### config.mk
export PLATFORM = sky130hd
export DESIGN_NAME = bank_writer
export DESIGN_NICKNAME = d
export VERILOG_FILES = /design/src/rtl/bank_writer.sv
export SDC_FILE = /design/constraint.sdc
export NUM_CORES = 1
export LEC_CHECK = 0
export BUFFER_PORTS_ARGS = -buffer_cell sky130_fd_sc_hd__buf_2
export CELL_PAD_IN_SITES_DETAIL_PLACEMENT = 1
export CELL_PAD_IN_SITES_GLOBAL_PLACEMENT = 2
export CORE_MARGIN = 4
export CORE_UTILIZATION = 39
export CTS_CLUSTER_DIAMETER = 30
export DETAILED_ROUTE_END_ITERATION = 16
export HOLD_SLACK_MARGIN = 0.02
export PLACE_DENSITY = 0.84
export SLEW_MARGIN = 20
export SYNTH_ARGS = -nofsm -noshare
export SYNTH_HDL_FRONTEND = slang
export SYNTH_SLANG_ARGS = --single-unit
### constraint.sdc
create_clock -name CLK_40 -period 3.6 [get_ports CLK_40]
set_input_delay 0.18 -clock CLK_40 [delete_from_list [all_inputs] [get_ports CLK_40]]
set_output_delay 0.18 -clock CLK_40 [all_outputs]
set_load 0.02 [all_outputs]
### src/rtl/bank_writer.sv
// bank_writer: fills one of two frame banks from a byte stream, one packed byte per write.
// Build option BANK_WRITER_RLE_EN: stream bytes are run-length tokens expanded to 1 bpp pixels.
module bank_writer #(
  parameter int FRAME_BYTES = 60000,
  parameter int ADDR_W      = 16
) (
  input  logic              CLK_40,
  input  logic              reset_n,
  input  logic              write_bank1,
  input  logic              write_bank2,
  input  logic              switch_mode,
  input  logic [7:0]        s_data,
  input  logic              s_valid,
  output logic              s_ready,
  output logic              bank1_we,
  output logic              bank2_we,
  output logic [ADDR_W-1:0] wr_addr,
  output logic [7:0]        wr_data,
  output logic              frame_done,
  output logic              underrun
);
  localparam logic [ADDR_W-1:0] LAST = ADDR_W'(FRAME_BYTES - 1);

  typedef enum logic [1:0] {IDLE, FILL, DONE} state_e;

  state_e            state_q;
  logic              bank2_q;
  logic [ADDR_W-1:0] cnt_q;
  logic              s_ready_q, bank1_we_q, bank2_we_q, frame_done_q, underrun_q;
  logic [ADDR_W-1:0] wr_addr_q;
  logic [7:0]        wr_data_q;

  logic       any_req, lat_req, accept, wr_fire, last_wr, run_busy_d;
  logic [7:0] wr_byte;

  assign any_req = write_bank1 | write_bank2;
  assign lat_req = bank2_q ? write_bank2 : write_bank1;
  assign accept  = s_valid & s_ready_q;
  assign last_wr = wr_fire && (cnt_q == LAST);

`ifdef BANK_WRITER_RLE_EN
  logic [6:0] rem_q, rem_d;
  logic       pix_q, pix_d, step, fill_adv;
  logic [7:0] sh_q;
  logic [2:0] bits_q;

  // The accepting cycle already shifts the token's first pixel, so a
  // one-pixel token never stalls the stream.
  always_comb begin
    step  = accept | (rem_q != 7'd0);
    pix_d = accept ? s_data[7] : pix_q;
    rem_d = rem_q;
    if (accept)                rem_d = s_data[6:0];
    else if (rem_q != 7'd0)    rem_d = rem_q - 7'd1;
    wr_byte    = {sh_q[6:0], pix_d};
    wr_fire    = step && (bits_q == 3'd7);
    run_busy_d = (rem_d != 7'd0);
  end

  assign fill_adv = (state_q == FILL) && lat_req && !switch_mode;

  // Any exit from normal filling (abort, restart, frame end) drops the run.
  always_ff @(posedge CLK_40 or negedge reset_n) begin
    if (!reset_n) begin
      rem_q  <= '0;
      pix_q  <= 1'b0;
      sh_q   <= '0;
      bits_q <= '0;
    end else if (fill_adv && !last_wr) begin
      rem_q <= rem_d;
      pix_q <= pix_d;
      if (step) begin
        sh_q   <= wr_byte;
        bits_q <= bits_q + 3'd1;
      end
    end else begin
      rem_q  <= '0;
      pix_q  <= 1'b0;
      sh_q   <= '0;
      bits_q <= '0;
    end
  end
`else
  assign wr_fire    = accept;
  assign wr_byte    = s_data;
  assign run_busy_d = 1'b0;
`endif

  always_ff @(posedge CLK_40 or negedge reset_n) begin
    if (!reset_n) begin
      state_q      <= IDLE;
      bank2_q      <= 1'b0;
      cnt_q        <= '0;
      s_ready_q    <= 1'b0;
      bank1_we_q   <= 1'b0;
      bank2_we_q   <= 1'b0;
      frame_done_q <= 1'b0;
      underrun_q   <= 1'b0;
      wr_addr_q    <= '0;
      wr_data_q    <= '0;
    end else begin
      bank1_we_q   <= 1'b0;
      bank2_we_q   <= 1'b0;
      frame_done_q <= 1'b0;
      underrun_q   <= 1'b0;
      case (state_q)
        IDLE: begin
          if (any_req) begin
            state_q   <= FILL;
            bank2_q   <= !write_bank1;
            cnt_q     <= '0;
            s_ready_q <= 1'b1;
          end
        end
        FILL: begin
          if (!lat_req) begin
            state_q   <= IDLE;
            s_ready_q <= 1'b0;
          end else if (switch_mode) begin
            underrun_q <= 1'b1;
            bank2_q    <= !write_bank1;
            cnt_q      <= '0;
            s_ready_q  <= 1'b1;
          end else begin
            if (wr_fire) begin
              wr_addr_q  <= cnt_q;
              wr_data_q  <= wr_byte;
              bank1_we_q <= !bank2_q;
              bank2_we_q <= bank2_q;
              cnt_q      <= cnt_q + ADDR_W'(1);
            end
            if (last_wr) begin
              state_q      <= DONE;
              frame_done_q <= 1'b1;
              s_ready_q    <= 1'b0;
            end else begin
              s_ready_q <= !run_busy_d;
            end
          end
        end
        DONE: begin
          if (!any_req) begin
            state_q <= IDLE;
          end else if (switch_mode) begin
            state_q   <= FILL;
            bank2_q   <= !write_bank1;
            cnt_q     <= '0;
            s_ready_q <= 1'b1;
          end
        end
        default: state_q <= IDLE;
      endcase
    end
  end

  assign s_ready    = s_ready_q;
  assign bank1_we   = bank1_we_q;
  assign bank2_we   = bank2_we_q;
  assign wr_addr    = wr_addr_q;
  assign wr_data    = wr_data_q;
  assign frame_done = frame_done_q;
  assign underrun   = underrun_q;
endmodule
======== Yosys cells after proc, flatten, opt, wreduce, memory -nomap -nowiden ========
Cells that the tools add are included.
storage, ports and cells
  register bits ........................... 48
  bits in latches ......................... 0
  RAM bits ................................ 0
  ROM bits ................................ 0
  bits of input ports ..................... 14
  output and inout port bits .............. 29
  logic and storage cells ................. 77
  memories kept ........................... 0
cells by class
  $add $sub $neg .......................... 1
  multipliers ............................. 0
  divide/modulo/power cells ............... 0
  magnitude comparators ................... 0
  equality and inequality tests ........... 11
  shifts and indexed selects .............. 0
  multiplexer cells ....................... 42
  bitwise operators ....................... 3
  reduce and logical (&&, ||, !) cells .... 10
operators by type and width
  kind                                            count
  two-way mux 16 bit                              6
  case mux 16 bit (3 select lines)                1
  two-way mux 1 bit                               26
  adder 16 x 1 -> 16 bit (second input constant)  1
  == test 16 bit (second input constant)          1
  AND reduction 4 bit                             4
  two-way mux 2 bit                               6
  inequality test 3 bit (second input constant)   4
  inequality test 2 bit (second input constant)   4
  case mux 1 bit (3 select lines)                 2
  case mux 2 bit (3 select lines)                 1
  AND reduction 6 bit                             1
  nonzero test 3 bit                              1
  == test 2 x 1 -> 1 bit (second input constant)  1
  == test 2 bit (second input constant)           1
  zero test 1 bit                                 2
  zero test 2 bit                                 1
  bitwise AND 1 bit                               1
  logical AND 1 bit                               1
  inverter 1 bit                                  1
  bitwise OR 1 bit                                1

======== Longest topological paths before layout ========
Gate-level depths: netlist of the first run.
  depth after elaboration ................. 6
  depth in mapped cells ................... 8
  depth with buffers taken out ............ 6

======== Least setup slack after synthesis of the first run ========
OpenSTA, ideal clock, no wires.
  path kind ............................... register to register
  from .................................... register state_q[0]
  to ...................................... register cnt_q[12]
  library setup time ...................... 0.079 ns
  data arrival time ....................... 1.977 ns
  data required time ...................... 3.521 ns
  setup slack ............................. 1.544 ns
  cell stages (with the launch flop) ...... 8
  buffers on the path ..................... 1
  period minus slack after synthesis ...... 2.056 ns
  cells stage by stage .................... dfrtp_1 > inv_1 > ha_1 > or2_1 > a221o_1 > buf_6 > nor4_1 > mux2i_1
between the ends
  word-level cells in the longest chain between the ends .. 3
  elaborated cells on any way between the ends .. 11
  classes of those cells .................. 7 x eq/ne; 1 x mux; 3 x reduce/logical
ends and longest elaborated chain
  what                                                            line  text
  from (decl)                                                     26    state_e state_q;
  from (signal assigned)                                          91    state_q <= IDLE;
  from (signal assigned)                                          109   state_q <= FILL;
  from (signal assigned)                                          117   state_q <= IDLE;
  == test 2 x 1 -> 1 bit (tied with other cells)                  106   case (state_q)
  inequality test 3 bit (no source line) (tied with other cells)  -
  AND reduction 6 bit (no source line)                            -
  to (signal assigned)                                            130   cnt_q <= cnt_q + ADDR_W'(1);
  to (decl)                                                       28    logic [ADDR_W-1:0] cnt_q;
Parallel ways exist; a longest one is shown, timed or not.
A chain may end at the register's enable or synchronous reset.

======== Worst setup path after layout of the first run ========
  from .................................... register state_q[0]
  to ...................................... register cnt_q[10]
Same word-level chain as after synthesis.

==> flow_metrics.env, run 1 <==
export IMPL_synth_common_cells="dfrtp_1 (48), mux2_2 (25), o21ai_0 (12)"
export IMPL_setup_worst_path_class="register to register"
export IMPL_die_y_um=88.0
export IMPL_required_ps=3830
export IMPL_min_period_ps=2420
export IMPL_drtPass1Iterations=4
export IMPL_areaGrowthSynthToFinish_pct=14.2
export IMPL_setup_viol=0
export IMPL_grt_pass1_vias=2050
export IMPL_holdPathStages=2
export IMPL_reg2reg_depth=6
export IMPL_maxSlewHeadroom=0.503
export IMPL_drt_initial_drc_count=81
export IMPL_vias=1967
export IMPL_cp_start_kind="register"
export IMPL_grt_max_degree=49
export IMPL_coreArea_sq_um=6060
export IMPL_port_buffers=42
export IMPL_cts_max_path_buffers=2
export IMPL_cts_sinks=48
export IMPL_dieArea_sq_um=7740
export IMPL_wl_per_cell_um=17.0
export IMPL_rsz0062_at_grt="no"
export IMPL_hold_path_end="wr_data[6]"
export IMPL_reg2reg_to="cnt_q[10]"
export IMPL_overflow=0
export IMPL_synthCells=226
export IMPL_reg2reg_slack_ps=1180
export IMPL_root_buffer="clkbuf_8"
export IMPL_ys_ff_latch=48
export IMPL_final_period_utilization=0.672
export IMPL_irDropWorstVdd_uv=287
export IMPL_grt_pass1_wl_um=10400
export IMPL_syn_cell_area_sq_um=2490
export IMPL_routed_wl_um=5800
export IMPL_path_cells="inv_1 > ha_1 > or2_1 > a221o_2 > or4_1 > a21oi_1"
export IMPL_ys_seq_area_frac=0.481
export IMPL_final_antenna_net_count=0
export IMPL_synth_warnings=0
export IMPL_track_usage=0.171
export IMPL_clk_latency_ps=300
export IMPL_yosysTopAreaCellShare=0.481
export IMPL_hold_path_class="input port to register"
export IMPL_cts_tree="built"
export IMPL_p_leak_nw=1.30
export IMPL_holdCritStartpoint="s_data[6]"
export IMPL_tightest_slew_ps=744
export IMPL_outcome="completed"
export IMPL_synth_largest_area_cell="dfrtp_1"
export IMPL_slew_violations=0
export IMPL_antenna_found_initial=0
export IMPL_ys_flop_type="dfrtp_1"
export IMPL_start_util=0.412
export IMPL_cts_clk_slew_worst_paths_ps=90
export IMPL_worstPathArrival_ps=2650
export IMPL_drc_errors=0
export IMPL_crit_path_end_kind="register"
export IMPL_hold_violations=0
export IMPL_drv_cap=0
export IMPL_die_w_um=88.0
export IMPL_timing_fmax_ghz=0.414
export IMPL_ys_async_sr_fraction=1.00
export IMPL_drive_gt1_frac=0.305
export IMPL_ys_types=55
export IMPL_power_mw=1.57
export IMPL_syn_num_nets=245
export IMPL_synth_edf_count=0
export IMPL_htreeDepth=2
export IMPL_vias_per_cell=5.77
export IMPL_r2r_start="state_q[0]"
export IMPL_crit_path_max_fanout=35
export IMPL_gp_congestion=0.827
export IMPL_final_setup_skew_ps=8.94
export IMPL_antenna_cells=0
export IMPL_slowest_delay_ps=620
export IMPL_power_density_nw_per_um2=549
export IMPL_fin_nets=285
export IMPL_cts_made_buffers=5
export IMPL_boundaryPins=43
export IMPL_num_rows=28
export IMPL_tns_ps=0
export IMPL_hpwl_um=4150
export IMPL_syn_avg_cell_area_sq_um=11.0
export IMPL_synth_most_common_cell="dfrtp_1"
export IMPL_slowest_stage="a221o_2"
export IMPL_yosys_top_cells_area="dfrtp_1 (48%), mux2_2 (11%), mux2i_1 (2.8%)"
[sequential cells by signal (all words and copies together) (netlist names), 2 cells and up]
name	cells
wr_addr	16
wr_data	8
state_q	2
cnt_q	16
[placed cells by master (no fill, tap or decap), drive strengths merged, types with 7 or more instances in the layout]
cell,count
nand3,7
mux2,25
dfrtp,48
mux2i,7
buf,43
a21oi,7
nor4,9
inv,8
nand2,8
nor2,8
o21ai,13
[timing repair]
item                                   CTS  global route
hold buffers                             0             1
endpoints found under the hold margin    0            48
setup buffers                            0             0
gates resized for setup                  0             0
[stage by stage]
| stage | cells | hold slack (ps) | utilization | setup WS, ps | instance area [sq um] |
|---|---|---|---|---|---|
| detailed placement | 333 | 417 | 0.453 | 984 | 2750 |
| finish | 341 | 103 | 0.470 | 1180 | 2850 |
| CTS | 340 | 92.4 | 0.468 | 970 | 2840 |
| floorplan | 226 | -116 | - | 1540 | 2490 |
| global route | 341 | 94.1 | 0.470 | 1040 | 2850 |
| global placement | 333 | 412 | 0.453 | 1080 | 2750 |
[layer usage]
metal	track usage	vias up	routed length (um)
li1	-	931	-
met1	0.228	984	2610
met2	0.282	50	2850
met3	0.0376	2	318
met4	0.0418	0	23
met5	0	-	0
[report_power, final]
part / internal, mW / switching [mW] / total, mW
logic: 0.204 / 0.342 / 0.547
clock network: 0.153 / 0.174 / 0.327
registers: 0.625 / 0.0662 / 0.691
total: 0.983 / 0.583 / 1.57
[kinds of logic after synthesis]
logic type | count (synthesis) | synth area share
mux | 32 | 0.141
fa+ha+maj | 5 | 0.0251
flops | 48 | 0.481
buf+inv | 19 | 0.0366
simple gates | 74 | 0.182
compound gates | 48 | 0.134
[area by class of cell]
| cell class | count | area, sq um |
|---|---|---|
| inverters | 8 | 30.0 |
| clock buffers | 6 | 82.6 |
| repair buffers | 44 | 230 |
| well taps | 75 | 93.8 |
| flip-flops and latches | 48 | 1200 |
| multi-input cells | 159 | 1200 |
| clock inverters | 1 | 8.76 |
| fillers | 711 | 3210 |
[how the worst max path moves through the flow]
stage / slack [ps] / startpoint / depth (start not counted) / to
6_report: 1180 / state_q[0] / 6 / cnt_q[10]
3_5_place_dp: 980 / state_q[0] / 6 / cnt_q[3]
5_1_grt: 1040 / state_q[0] / 6 / cnt_q[3]
3_3_place_gp: 1080 / state_q[0] / 6 / cnt_q[10]
2_1_floorplan: 1540 / state_q[0] / 7 / cnt_q[12]
4_1_cts: 970 / state_q[0] / 6 / cnt_q[10]
[critical path: cells and delay by family (launching register included)]
family / cells / cell delay (ps)
and+or+nand+nor: 2 / 850
AOI/OAI and AO/OA: 2 / 770
DFF: 1 / 400
adders and majority gates: 1 / 250
buffers and inverters: 1 / 90
Power figures use the tool's default switching activity.
==> run 2, diff against run 1 <==
--- a/config.mk
+++ b/config.mk
@@ -9,11 +9,11 @@
 export CELL_PAD_IN_SITES_DETAIL_PLACEMENT = 1
 export CELL_PAD_IN_SITES_GLOBAL_PLACEMENT = 2
 export CORE_MARGIN = 4
-export CORE_UTILIZATION = 39
+export CORE_UTILIZATION = 36
 export CTS_CLUSTER_DIAMETER = 30
 export DETAILED_ROUTE_END_ITERATION = 16
 export HOLD_SLACK_MARGIN = 0.02
-export PLACE_DENSITY = 0.84
+export PLACE_DENSITY = 0.78
 export SLEW_MARGIN = 20
 export SYNTH_ARGS = -nofsm -noshare
 export SYNTH_HDL_FRONTEND = slang
==> constraint.sdc (replaced) <==
create_clock -name CLK_40 -period 2.4 [get_ports CLK_40]
set_input_delay 0.12 -clock CLK_40 [delete_from_list [all_inputs] [get_ports CLK_40]]
set_output_delay 0.12 -clock CLK_40 [all_outputs]
set_load 0.02 [all_outputs]
==> run 2 against run 1 <==
Against the previous run: count of clock-buffer cells in the layout fell by 1; final cell count grew 5.0%; flip-flop and latch count unchanged; design area grew 4.6%; critical path type unchanged; clock skew about the same; routed wire length rose by 6.0%; global-route usage fell by 1.3 points; utilization decreased by 2.9 points; via count is 1.5% higher.
==> flow_metrics.env, run 2 (same netlist as run 1, synthesis figures left out) <==
export IMPL_boundaryPins=43
export IMPL_die_w_um=91.3
export IMPL_slowest_stage="or4_1"
export IMPL_combPwrFrac=0.356
export IMPL_antenna_found_initial=0
export IMPL_slowest_delay_ps=510
export IMPL_seq_area_sq_um=1200
export IMPL_required_ps=2630
export IMPL_drv_cap=0
export IMPL_slew_violations=0
export IMPL_fillCellCount=759
export IMPL_hold_path_class="input port to register"
export IMPL_switching_power_uw=903
export IMPL_tightest_slew_ps=589
export IMPL_antenna_cells=0
export IMPL_setup_worst_path_class="register to register"
export IMPL_place_inst=349
export IMPL_drc_errors=0
export IMPL_outcome="completed"
export IMPL_grt_max_degree=27
export IMPL_rsz0062_at_grt="no"
export IMPL_root_buffer="clkbuf_8"
export IMPL_critical_path_top_delay_family="simple AND/OR/NAND/NOR gates"
export IMPL_path_cells="inv_1 > ha_1 > or2_1 > a221o_1 > buf_4 > or4_1 > a21oi_1"
export IMPL_drtPass1Iterations=4
export IMPL_gp_congestion=0.865
export IMPL_timing_fmax_ghz=0.444
export IMPL_crit_path_max_fanout=12
export IMPL_areaGrowthSynthToFinish_pct=19.5
export IMPL_grt_pass1_vias=2130
export IMPL_htreeDepth=2
export IMPL_coreArea_sq_um=6760
export IMPL_final_period_utilization=0.939
export IMPL_p_leak_nw=1.36
export IMPL_cts_clk_slew_worst_paths_ps=90
export IMPL_crit_path_end_kind="register"
export IMPL_overflow=0
export IMPL_final_setup_skew_ps=8.88
export IMPL_cts_sinks=48
export IMPL_min_period_ps=2250
export IMPL_final_cell_mix="dfrtp_1 (48), buf_2 (42), mux2_2 (25), o21ai_0 (12), buf_4 (10)"
export IMPL_cts_tree="built"
export IMPL_port_buffers=42
export IMPL_drive_gt1_frac=0.331
export IMPL_die_y_um=91.3
export IMPL_vias_per_cell=5.58
export IMPL_p_int_mw=1.61
export IMPL_layout_commonest_cell="dfrtp_1"
export IMPL_multi_input_area_sq_um=1200
export IMPL_cts_made_buffers=5
export IMPL_post_cts_setup_buffer_count=0
export IMPL_dieArea_sq_um=8330
export IMPL_vias=1996
export IMPL_final_antenna_net_count=0
export IMPL_setup_viol=0
export IMPL_clk_latency_ps=300
export IMPL_switching_share=0.359
export IMPL_fin_nets=296
export IMPL_drt_initial_drc_count=89
export IMPL_num_rows=30
export IMPL_path_buf_inv=2
export IMPL_reg2reg_slack_ps=150
export IMPL_irDropWorstVdd_uv=406
export IMPL_tns_ps=0
export IMPL_holdWs_ps=40.8
export IMPL_sequentialPowerShare=0.413
export IMPL_routed_wl_um=6150
export IMPL_maxSlewHeadroom=0.605
export IMPL_track_usage=0.158
export IMPL_wl_per_cell_um=17.2
export IMPL_cts_max_path_buffers=2
export IMPL_worstPathArrival_ps=2480
export IMPL_fin_util=0.441
export IMPL_power_density_nw_per_um2=844
export IMPL_cp_start_kind="register"
export IMPL_start_util=0.369
export IMPL_hold_violations=0
export IMPL_power_share_clock=0.231
export IMPL_grt_pass1_wl_um=10700
export IMPL_finalNonFillerCells=358
export IMPL_hpwl_um=4690
[run 2: cell types whose count changed in the layout (fill, tap and decap cells not counted)]
cell and change:
buf_4 +8, buf_12 +2, a221o_1 +1, a221o_2 -1, buf_2 +1, bufinv_16 +1
clkbuf_8 -1, clkinv_2 +1, clkinv_4 -1, clkinvlp_4 +1
[run 2: area by class of cell]
type | count | area share
tap | 80 | 0.0336
multi-input combinational | 159 | 0.403
clock buffer | 5 | 0.0231
sequential | 48 | 0.403
timing repair buffer | 55 | 0.113
clock inverter | 3 | 0.0143
inverter | 8 | 0.0101
[run 2: power groups by stage]
stage,clock network (mW),registers [mW],logic [mW]
after floorplan,0,1.16,0.492
after global placement,0,1.05,0.889
after detailed placement,0,1.06,0.912
after CTS,0.603,1.04,0.917
after global routing,0.642,1.06,0.995
final,0.581,1.04,0.895
[run 2: worst paths after layout]
kind | startpoint | end | cells past startpoint
max | state_q[0] | cnt_q[3] | 7
min | write_bank1 | bank2_q | 2
max reg2reg | state_q[0] | cnt_q[3] | 7
min reg2reg | bank2_q | bank1_we | 1
max in group asynchronous | reset_n | cnt_q[5] | 3
min in group asynchronous | reset_n | wr_data[6] | 2
[run 2: through the flow]
| stage | setup WS [ps] | area [sq um] | power [mW] |
|---|---|---|---|
| floorplan | 344 | 2490 | 1.65 |
| global placement | 228 | 2860 | 1.94 |
| detailed placement | 168 | 2860 | 1.97 |
| CTS | 143 | 2980 | 2.56 |
| global route | 50.4 | 2980 | 2.70 |
| finish | 146 | 2980 | 2.51 |
[run 2: metal layers]
| layer | vias up | wire (um) | track usage |
|---|---|---|---|
| met3 | 6 | 166 | 0.0323 |
| met2 | 33 | 3120 | 0.269 |
| met4 | 0 | 61 | 0.0377 |
| met5 | - | 0 | 0 |
| li1 | 950 | - | - |
| met1 | 1007 | 2800 | 0.205 |
[run 2: timing repair]
item,in CTS,in global routing
resized for setup,0,0
hold buffers,1,0
endpoints found under the hold margin,24,0
==> run 3, diff against run 2 <==
==> constraint.sdc (replaced) <==
create_clock -name CLK_40 -period 2.4 [get_ports CLK_40]
set_input_delay 0.24 -clock CLK_40 [delete_from_list [all_inputs] [get_ports CLK_40]]
set_output_delay 0.24 -clock CLK_40 [all_outputs]
set_load 0.02 [all_outputs]
==> run 3 against run 2 <==
Against the previous run: non-clock buffer count shrank 1; sequential power is essentially flat; global-route usage grew 0.17 points; utilization shrank 0.31 points; highest routed layer unchanged.
==> flow_metrics.env, run 3 (same netlist as run 1, synthesis figures left out) <==
export IMPL_grt_max_degree=28
export IMPL_final_setup_skew_ps=5.54
export IMPL_final_cell_mix="dfrtp_1 (48), buf_2 (42), mux2_2 (25), o21ai_0 (12), buf_4 (9)"
export IMPL_vias=1987
export IMPL_timing_fmax_ghz=0.440
export IMPL_p_leak_nw=1.35
export IMPL_layout_commonest_cell="dfrtp_1"
export IMPL_tightest_slew_ps=552
export IMPL_cts_made_buffers=5
export IMPL_antenna_cells=0
export IMPL_postCtsHoldBufs=1
export IMPL_die_y_um=91.3
export IMPL_crit_path_max_fanout=12
export IMPL_worstPathArrival_ps=2510
export IMPL_num_rows=30
export IMPL_seq_area_sq_um=1200
export IMPL_gp_congestion=0.851
export IMPL_grt_pass1_wl_um=10500
export IMPL_cts_clk_slew_worst_paths_ps=90
export IMPL_irDropWorstVdd_uv=402
export IMPL_drive_gt1_frac=0.329
export IMPL_multi_input_area_sq_um=1200
export IMPL_place_inst=348
export IMPL_hold_violations=0
export IMPL_combPwrFrac=0.366
export IMPL_routed_wl_um=6270
export IMPL_tns_ps=0
export IMPL_boundaryPins=43
export IMPL_vias_per_cell=5.57
export IMPL_overflow=0
export IMPL_die_w_um=91.3
export IMPL_coreArea_sq_um=6760
export IMPL_port_buffers=42
export IMPL_outcome="completed"
export IMPL_r2r_start="state_q[0]"
export IMPL_rsz0062_at_grt="no"
export IMPL_finalNonFillerCells=357
export IMPL_dieArea_sq_um=8330
export IMPL_htreeDepth=2
export IMPL_hold_path_class="input port to register"
export IMPL_root_buffer="clkbuf_8"
export IMPL_drt_initial_drc_count=90
export IMPL_post_cts_setup_buffer_count=0
export IMPL_cts_resized=0
export IMPL_wl_per_cell_um=17.6
export IMPL_start_util=0.369
export IMPL_holdCritStartpoint="s_data[7]"
export IMPL_power_share_clock=0.213
export IMPL_setup_worst_path_class="register to register"
export IMPL_p_int_mw=1.54
export IMPL_grt_pass1_vias=2082
export IMPL_cp_start_kind="register"
export IMPL_switching_power_uw=925
export IMPL_slew_violations=0
export IMPL_drtPass1Iterations=4
export IMPL_track_usage=0.159
export IMPL_drc_errors=0
export IMPL_power_density_nw_per_um2=832
export IMPL_cts_max_path_buffers=2
export IMPL_final_antenna_net_count=0
export IMPL_final_period_utilization=0.947
export IMPL_areaGrowthSynthToFinish_pct=18.6
export IMPL_cts_tree="built"
export IMPL_crit_start="state_q[0]"
export IMPL_fin_nets=295
export IMPL_clk_latency_ps=310
export IMPL_sequentialPowerShare=0.421
export IMPL_required_ps=2640
export IMPL_hpwl_um=4530
export IMPL_min_period_ps=2270
export IMPL_setup_viol=0
export IMPL_fillCellCount=765
export IMPL_drv_cap=0
export IMPL_antenna_found_initial=0
export IMPL_cts_sinks=48
export IMPL_crit_path_end_kind="register"
export IMPL_maxSlewHeadroom=0.630
export IMPL_switching_share=0.376
## run 3: final timing paths
kind                         endpoint  slack, ps  cells past startpoint
max reg2reg                  cnt_q[3]        130                      7
max in group asynchronous  frame_done       1230                      3
min                        wr_data[7]        150                      2
min in group asynchronous  state_q[1]        430                      2
max                          cnt_q[3]        130                      7
min reg2reg                  bank1_we        490                      1
## run 3: worst max-delay path: stages, from the launching register on
cell and delay (ps):
dfrtp_1 410, inv_1 80, ha_1 220, or2_1 250, a221o_1 390, buf_4 200
or4_1 510, a21oi_1 150
## run 3: metrics by stage
stage                     hold WS [ps]  cell area, sq um  power (mW)  utilization  setup slack, ps
final                              153              2960        2.46        0.438              126
after global placement             262              2850        1.94        0.422              231
after detailed placement           256              2850        1.97        0.422              128
after CTS                          141              2960        2.50        0.438              112
after floorplan                  -55.6              2490        1.65            -              344
after global routing               142              2960        2.63        0.438             48.2
## run 3: power by group through the flow
stage / Sequential (mW) / Combinational (mW) / Clock (mW)
after CTS: 1.04 / 0.915 / 0.544
final: 1.04 / 0.901 / 0.524
after global placement: 1.05 / 0.891 / 0
after floorplan: 1.16 / 0.492 / 0
after global routing: 1.06 / 0.990 / 0.575
after detailed placement: 1.06 / 0.912 / 0
## run 3: per-layer routing
metal / part of all wire / up-vias / global-route usage
met5: 0 / - / 0
met4: 0.018 / 0 / 0.0628
met3: 0.034 / 9 / 0.0290
met2: 0.47 / 41 / 0.267
met1: 0.48 / 984 / 0.203
li1: - / 953 / -
## run 3: area by class of cell
class                   count  area share
inverters                   8      0.0101
multi-input cells         159       0.406
repair buffers             54       0.111
flip-flops and latches     48       0.406
clock inverters             2     0.00507
clock buffers               6      0.0279
well taps                  80      0.0338
